==> config.mk <==
export PLATFORM = sky130hd
export DESIGN_NAME = i2c_slave_target
export DESIGN_NICKNAME = d
export VERILOG_FILES = /design/src/rtl/i2c_slave_pkg.sv /design/src/rtl/i2c_bus_sync.sv /design/src/rtl/i2c_slave_target.sv
export SDC_FILE = /design/constraint.sdc
export NUM_CORES = 1
export LEC_CHECK = 0
export ABC_AREA = 1
export BUFFER_PORTS_ARGS = -buffer_cell sky130_fd_sc_hd__buf_2
export CELL_PAD_IN_SITES_DETAIL_PLACEMENT = 0
export CELL_PAD_IN_SITES_GLOBAL_PLACEMENT = 1
export CORE_ASPECT_RATIO = 0.9
export CORE_MARGIN = 2
export CORE_UTILIZATION = 35
export CTS_BUF_LIST = sky130_fd_sc_hd__clkbuf_4 sky130_fd_sc_hd__clkbuf_8
export DETAILED_ROUTE_END_ITERATION = 10
export PLACE_DENSITY = 0.67
export SLEW_MARGIN = 20
export SYNTH_ARGS = -nofsm -noshare
export SYNTH_HDL_FRONTEND = slang
export SYNTH_HIERARCHICAL = 1
export SYNTH_SLANG_ARGS = --single-unit
==> constraint.sdc <==
create_clock -name wb_clk_i -period 2.9 [get_ports wb_clk_i]
set_input_delay 0.58 -clock wb_clk_i [delete_from_list [all_inputs] [get_ports wb_clk_i]]
set_output_delay 0.58 -clock wb_clk_i [all_outputs]
set_load 0.005 [all_outputs]
==> src/rtl/i2c_slave_pkg.sv <==
// ---------------------------------------------------------------------------
// i2c_slave_pkg
// Shared definitions for the I2C target:
//   - state_t     : protocol FSM states
//   - I2C_BYTE_W  : bits per I2C byte
//   - I2C_ACK / I2C_NACK : value of SDA during the acknowledge bit
// ---------------------------------------------------------------------------
package i2c_slave_pkg;

  localparam int   I2C_BYTE_W = 8;
  localparam logic I2C_ACK    = 1'b0;
  localparam logic I2C_NACK   = 1'b1;

  typedef enum logic [3:0] {
    ST_IDLE,
    ST_ADDR,
    ST_ADDR_ACK,
    ST_PTR,
    ST_PTR_ACK,
    ST_WDATA,
    ST_WDATA_ACK,
    ST_RDATA,
    ST_RDATA_ACK
  } state_t;

endpackage

==> src/rtl/i2c_bus_sync.sv <==
// ---------------------------------------------------------------------------
// i2c_bus_sync
// Brings the raw SCL/SDA pad signals into the clock domain and decodes bus
// events as single-cycle pulses.
// Ports:
//   i_clk, i_rst_n        : clock, asynchronous active-low reset
//   i_scl, i_sda          : raw pad inputs (asynchronous)
//   o_scl_rise/o_scl_fall : one-cycle pulses on synchronized SCL edges
//   o_start_det           : SDA fell while SCL high
//   o_stop_det            : SDA rose while SCL high
//   o_sda                 : synchronized SDA level
// ---------------------------------------------------------------------------
module i2c_bus_sync (
  input  logic i_clk,
  input  logic i_rst_n,
  input  logic i_scl,
  input  logic i_sda,
  output logic o_scl_rise,
  output logic o_scl_fall,
  output logic o_start_det,
  output logic o_stop_det,
  output logic o_sda
);

  logic r_scl_meta, r_scl_sync, r_scl_prev;
  logic r_sda_meta, r_sda_sync, r_sda_prev;

  // Flops reset to 1 so an idle bus produces no spurious events after reset.
  always_ff @(posedge i_clk or negedge i_rst_n) begin
    if (!i_rst_n) begin
      r_scl_meta <= 1'b1;
      r_scl_sync <= 1'b1;
      r_scl_prev <= 1'b1;
      r_sda_meta <= 1'b1;
      r_sda_sync <= 1'b1;
      r_sda_prev <= 1'b1;
    end else begin
      r_scl_meta <= i_scl;
      r_scl_sync <= r_scl_meta;
      r_scl_prev <= r_scl_sync;
      r_sda_meta <= i_sda;
      r_sda_sync <= r_sda_meta;
      r_sda_prev <= r_sda_sync;
    end
  end

  assign o_scl_rise  = r_scl_sync & ~r_scl_prev;
  assign o_scl_fall  = ~r_scl_sync & r_scl_prev;
  // SCL must be high on both samples so an SDA change at an SCL edge is
  // never mistaken for START/STOP.
  assign o_start_det = r_scl_sync & r_scl_prev & r_sda_prev & ~r_sda_sync;
  assign o_stop_det  = r_scl_sync & r_scl_prev & ~r_sda_prev & r_sda_sync;
  assign o_sda       = r_sda_sync;

endmodule

==> src/rtl/i2c_slave_target.sv <==
// ---------------------------------------------------------------------------
// i2c_slave_target
// I2C target with a byte-wide register file and auto-incrementing pointer.
// A write transfer loads the pointer from the first data byte and then writes
// successive registers; a read transfer returns registers from the pointer.
// Ports:
//   wb_clk_i   : system clock (>= 10x SCL)
//   arst_ni    : asynchronous active-low reset
//   scl_i      : raw SCL pad input
//   sda_i      : raw SDA pad input
//   sda_oe_o   : 1 = pull SDA low
//   busy_o     : addressed transfer in progress
//   wr_stb_o   : one-cycle pulse per committed byte
//   wr_ptr_o   : register index written (valid with wr_stb_o)
//   wr_data_o  : byte written (valid with wr_stb_o)
// ---------------------------------------------------------------------------
module i2c_slave_target
  import i2c_slave_pkg::*;
#(
  parameter logic [6:0] SLAVE_ADDR = 7'h50,
  parameter int         NUM_REGS   = 16
) (
  input  logic                        wb_clk_i,
  input  logic                        arst_ni,
  input  logic                        scl_i,
  input  logic                        sda_i,
  output logic                        sda_oe_o,
  output logic                        busy_o,
  output logic                        wr_stb_o,
  output logic [$clog2(NUM_REGS)-1:0] wr_ptr_o,
  output logic [7:0]                  wr_data_o
);

  localparam int         PTR_W    = $clog2(NUM_REGS);
  localparam logic [2:0] LAST_BIT = 3'(I2C_BYTE_W - 1);

  logic w_scl_rise, w_scl_fall, w_start, w_stop, w_sda;

  i2c_bus_sync u_sync (
    .i_clk       (wb_clk_i),
    .i_rst_n     (arst_ni),
    .i_scl       (scl_i),
    .i_sda       (sda_i),
    .o_scl_rise  (w_scl_rise),
    .o_scl_fall  (w_scl_fall),
    .o_start_det (w_start),
    .o_stop_det  (w_stop),
    .o_sda       (w_sda)
  );

  state_t           r_state, w_state_next;
  logic [2:0]       r_bit_cnt, w_bit_cnt_next;
  logic [7:0]       r_shift, w_shift_next;
  logic [PTR_W-1:0] r_ptr, w_ptr_next;
  logic             r_sda_oe, w_sda_oe_next;
  logic             r_busy, w_busy_next;
  logic             r_wr_stb, w_wr_stb_next;
  logic [PTR_W-1:0] r_wr_ptr, w_wr_ptr_next;
  logic [7:0]       r_wr_data, w_wr_data_next;
  // ACK states span two SCL falls: first drives the ACK/prepares, second
  // releases. In RDATA_ACK it remembers that the master ACKed.
  logic             r_ack_phase, w_ack_phase_next;
  logic             w_we;
  logic [7:0]       w_rx_byte;
  logic [7:0]       w_rd_byte;

  logic [7:0] r_mem [NUM_REGS];

  assign w_rx_byte = {r_shift[6:0], w_sda};
  assign w_rd_byte = r_mem[r_ptr];

  always_comb begin
    w_state_next     = r_state;
    w_bit_cnt_next   = r_bit_cnt;
    w_shift_next     = r_shift;
    w_ptr_next       = r_ptr;
    w_sda_oe_next    = r_sda_oe;
    w_busy_next      = r_busy;
    w_wr_stb_next    = 1'b0;
    w_wr_ptr_next    = r_wr_ptr;
    w_wr_data_next   = r_wr_data;
    w_ack_phase_next = r_ack_phase;
    w_we             = 1'b0;

    if (w_stop) begin
      w_state_next     = ST_IDLE;
      w_sda_oe_next    = 1'b0;
      w_busy_next      = 1'b0;
      w_ack_phase_next = 1'b0;
    end else if (w_start) begin
      w_state_next     = ST_ADDR;
      w_bit_cnt_next   = '0;
      w_sda_oe_next    = 1'b0;
      w_ack_phase_next = 1'b0;
    end else begin
      unique case (r_state)
        ST_IDLE: ;

        ST_ADDR: begin
          if (w_scl_rise) begin
            w_shift_next   = w_rx_byte;
            w_bit_cnt_next = r_bit_cnt + 3'd1;
            if (r_bit_cnt == LAST_BIT) begin
              if (w_rx_byte[7:1] == SLAVE_ADDR) begin
                w_busy_next      = 1'b1;
                w_state_next     = ST_ADDR_ACK;
                w_ack_phase_next = 1'b0;
              end else begin
                w_busy_next  = 1'b0;
                w_state_next = ST_IDLE;
              end
            end
          end
        end

        ST_ADDR_ACK: begin
          if (w_scl_fall) begin
            if (!r_ack_phase) begin
              w_sda_oe_next    = ~I2C_ACK;
              w_ack_phase_next = 1'b1;
            end else begin
              w_ack_phase_next = 1'b0;
              w_bit_cnt_next   = '0;
              if (r_shift[0]) begin
                // Read: first bit goes out on the same fall that ends the ACK.
                w_state_next  = ST_RDATA;
                w_shift_next  = w_rd_byte;
                w_sda_oe_next = ~w_rd_byte[7];
              end else begin
                w_state_next  = ST_PTR;
                w_sda_oe_next = 1'b0;
              end
            end
          end
        end

        ST_PTR: begin
          if (w_scl_rise) begin
            w_shift_next   = w_rx_byte;
            w_bit_cnt_next = r_bit_cnt + 3'd1;
            if (r_bit_cnt == LAST_BIT) begin
              w_ptr_next       = w_rx_byte[PTR_W-1:0];
              w_state_next     = ST_PTR_ACK;
              w_ack_phase_next = 1'b0;
            end
          end
        end

        ST_WDATA: begin
          if (w_scl_rise) begin
            w_shift_next   = w_rx_byte;
            w_bit_cnt_next = r_bit_cnt + 3'd1;
            if (r_bit_cnt == LAST_BIT) begin
              w_we             = 1'b1;
              w_wr_stb_next    = 1'b1;
              w_wr_ptr_next    = r_ptr;
              w_wr_data_next   = w_rx_byte;
              w_ptr_next       = r_ptr + 1'b1;
              w_state_next     = ST_WDATA_ACK;
              w_ack_phase_next = 1'b0;
            end
          end
        end

        ST_PTR_ACK, ST_WDATA_ACK: begin
          if (w_scl_fall) begin
            if (!r_ack_phase) begin
              w_sda_oe_next    = ~I2C_ACK;
              w_ack_phase_next = 1'b1;
            end else begin
              w_ack_phase_next = 1'b0;
              w_sda_oe_next    = 1'b0;
              w_bit_cnt_next   = '0;
              w_state_next     = ST_WDATA;
            end
          end
        end

        ST_RDATA: begin
          if (w_scl_fall) begin
            if (r_bit_cnt == LAST_BIT) begin
              w_sda_oe_next    = 1'b0;
              w_state_next     = ST_RDATA_ACK;
              w_ack_phase_next = 1'b0;
            end else begin
              // Rotate so the next bit to send sits in the MSB.
              w_shift_next   = {r_shift[6:0], r_shift[7]};
              w_sda_oe_next  = ~r_shift[6];
              w_bit_cnt_next = r_bit_cnt + 3'd1;
            end
          end
        end

        ST_RDATA_ACK: begin
          if (w_scl_rise) begin
            w_ptr_next = r_ptr + 1'b1;
            if (w_sda == I2C_NACK) begin
              w_state_next  = ST_IDLE;
              w_sda_oe_next = 1'b0;
              w_busy_next   = 1'b0;
            end else begin
              w_ack_phase_next = 1'b1;
            end
          end else if (w_scl_fall && r_ack_phase) begin
            // Pointer already advanced on the ACK rise.
            w_ack_phase_next = 1'b0;
            w_shift_next     = w_rd_byte;
            w_sda_oe_next    = ~w_rd_byte[7];
            w_bit_cnt_next   = '0;
            w_state_next     = ST_RDATA;
          end
        end

        default: w_state_next = ST_IDLE;
      endcase
    end
  end

  always_ff @(posedge wb_clk_i or negedge arst_ni) begin
    if (!arst_ni) begin
      r_state     <= ST_IDLE;
      r_bit_cnt   <= '0;
      r_shift     <= '0;
      r_ptr       <= '0;
      r_sda_oe    <= 1'b0;
      r_busy      <= 1'b0;
      r_wr_stb    <= 1'b0;
      r_wr_ptr    <= '0;
      r_wr_data   <= '0;
      r_ack_phase <= 1'b0;
      for (int i = 0; i < NUM_REGS; i++) r_mem[i] <= '0;
    end else begin
      r_state     <= w_state_next;
      r_bit_cnt   <= w_bit_cnt_next;
      r_shift     <= w_shift_next;
      r_ptr       <= w_ptr_next;
      r_sda_oe    <= w_sda_oe_next;
      r_busy      <= w_busy_next;
      r_wr_stb    <= w_wr_stb_next;
      r_wr_ptr    <= w_wr_ptr_next;
      r_wr_data   <= w_wr_data_next;
      r_ack_phase <= w_ack_phase_next;
      if (w_we) r_mem[r_ptr] <= w_rx_byte;
    end
  end

  assign sda_oe_o  = r_sda_oe;
  assign busy_o    = r_busy;
  assign wr_stb_o  = r_wr_stb;
  assign wr_ptr_o  = r_wr_ptr;
  assign wr_data_o = r_wr_data;

endmodule

==> qor.yml <==
slew_headroom_pct: 45.92
finalSetupViolCount: 0
finalMaxSlewViolations: 0
worstPathRequired_ps: 3240
drt_iter0_drc: 558
routed_wirelength_um: 24150
r2r_slack_ps: 360
rsz0062_at_grt: "no"
detail-route-antenna-nets: 0
path_max_fanout: 16
worst_ir_drop_vdd_uv: 233.4
ys.flop_type: "dfrtp_1"
power_density_mw_per_mm2: 568.4
synth_top_cell_by_area: "dfrtp_1"
crit_path_start_kind: "flop"
synth-edff-count: 0
post-route-period-util_pct: 87.60
num_rows: 53
cts-resized-gates: 0
tns_ps: 0
cts-root-buf: "clkbuf_8"
core-area_mm2: 0.02334
gp_congestion: 0.8588
grt_pass1_wl_um: 39390
drv_cap: 0
whs_ps: 85.54
cts_buffers: 17
worstMarginPinSlew_ps: 810.3
start_util_pct: 35.62
diodes: 0
cts.sinks: 169
status: "complete, no violations"
port_buffers: 18
cp.arrival_ps: 2880
yosys-top-cells-count: "333 x nand2_1, 168 x nor2_1, 163 x dfrtp_1"
synth_cells: 1107
synth_top_cell_area_share_pct: 49.06
syn_area_mm2: 0.008314
worst-setup-path-type: "flop to flop"
area_growth_pct: 10.84
timing.fmax_ghz: 0.3936
ys_ff_latch: 169
die_x_um: 166.5
vias_per_cell: 4.980
dieArea_mm2: 0.02501
postCtsSetupBuffers: 0
grt_start_max_net_pins: 76
yosysMostFrequentCell: "nand2_1"
vias: 7097
hpwl_um: 15670
grt_remaining_overflow: 0
grt_use_total_pct: 20.24
async_flop_share_pct: 100.0
period_needed_ps: 2540
power_mw: 5.238
clkTransAtPathRegs_ps: 120
grt_pass1_vias: 6866
synth.avg_cell_area_um2: 7.511
wire_per_inst_um: 16.95
instances_no_fill: 1425
finalClockSkew_ps: 20.05
clockBufferDepth: 2
clk-insertion-delay-late_ps: 480
drtPass1Iterations: 5
p_leak_nw: 4.448
dpl.cell_count: 1393
num_io_pins: 19
htree_levels: 4
yosysSeqAreaShare_pct: 50.96
antenna_found_initial: 1
drc: 0
drive_gt1_share_pct: 9.617
min-delay-path-class: "input pin to async pin"
setup.worst_path.end_class: "flop"
hold_buffers: 0
synthesis.nets: 1117
layout.nets: 1120
ys_top_cells_by_area: "dfrtp_1 49%, nand2_1 15%, nor2_1 7.6%"
hold_viol_final: 0
utilization_pct: 39.48
ys_warn_count: 6
die_h_um: 150.2
cts_tree: "built"
synth.distinct_cells: 29
[power by group]
part	total, mW	switching (mW)	internal (mW)
clock	1.77	1.08	0.689
sequential	2.56	0.107	2.45
combinational	0.911	0.701	0.210
total	5.24	1.89	3.35
[flip-flops by register name, summed over array words and instances, names as in the netlist, 3 cells and up]
register   count
r_bit_cnt      3
r_shift        8
wr_data_o      8
r_state        4
r_mem        128
r_ptr          4
wr_ptr_o       4
[logic make-up (layout without fill, tap and decap cells)]
family          after synthesis  after routing  share of synthesized area, %
compound gates              237            237                         14.63
buf+inv                     128            144                         6.035
fa+ha+maj                     6              6                        0.9029
xor+xnor                      1              1                        0.1054
flops                       169            169                         50.96
simple gates                566            566                         27.37
[routing by layer]
layer	global-route usage (%)	vias up	wire (um)
met1	30.24	3406	12550
met3	3.076	27	827
met4	5.733	0	403
met2	30.48	112	10370
li1	-	3552	-
met5	0	-	0
[worst max-delay path, stage by stage (launching register included)]
cell and delay, ps:
dfstp_2 630, inv_1 60, nand2_1 50, nor2_1 60
inv_2 110, nand2_1 160, nor2_2 210, inv_2 60
nor3_4 240, inv_2 150, nor2_4 220, nand2_2 260
nand2_1 130, o21ai_1 60
[final timing paths]
kind	start	cells past startpoint	end
min	arst_ni	1	r_mem[94]
min in group wb_clk_i	sda_i	1	u_sync/r_sda_meta
max reg2reg	u_sync/o_sda	13	r_mem[127]
min reg2reg	u_sync/r_sda_meta	0	u_sync/o_sda
max in group asynchronous	arst_ni	2	u_sync/r_sda_meta
max	u_sync/o_sda	13	r_mem[127]
[final cells by class]
cell class                      count  area, um^2
Fill cell                        2510       14130
Clock buffer                       18       247.7
Timing Repair Buffer               39       329.1
Multi-Input combinational cell    810        3576
Clock inverter                     14       172.7
Sequential cell                   169        4238
Tap cell                          302       377.9
Inverter                           73       274.0
[per-stage QoR]
stage	worst slack, ps	cell area (um^2)
final	359.6	9215
after global routing	85.02	9215
after CTS	361.3	9215
after detailed placement	377.8	8795
after global placement	394.5	8795
after floorplan	819.1	8314
[layout by cell type, fill, tap and decap left out, types with 3 or more instances in the layout]
cell type  netlist  final
nor2_1         168    168
o21ai_0        102    102
nor2_2           4      4
inv_8            0      5
nor3_1           5      5
nor2_4           4      4
o211ai_1         8      8
nand3_1         30     30
buf_12           0      6
clkinv_8         0      5
nand2_1        333    333
buf_2           14     17
clkbuf_8         0     18
nand4_1          6      6
buf_4            1     15
dfrtp_1        163    162
inv_1           66     65
ha_1             6      6
nand2_2         13     13
dfstp_2          6      6
o21ai_1        106    106
a21oi_1         17     17
inv_2            7      8
inv_6            0      3
(Power assumes the default switching activity.)
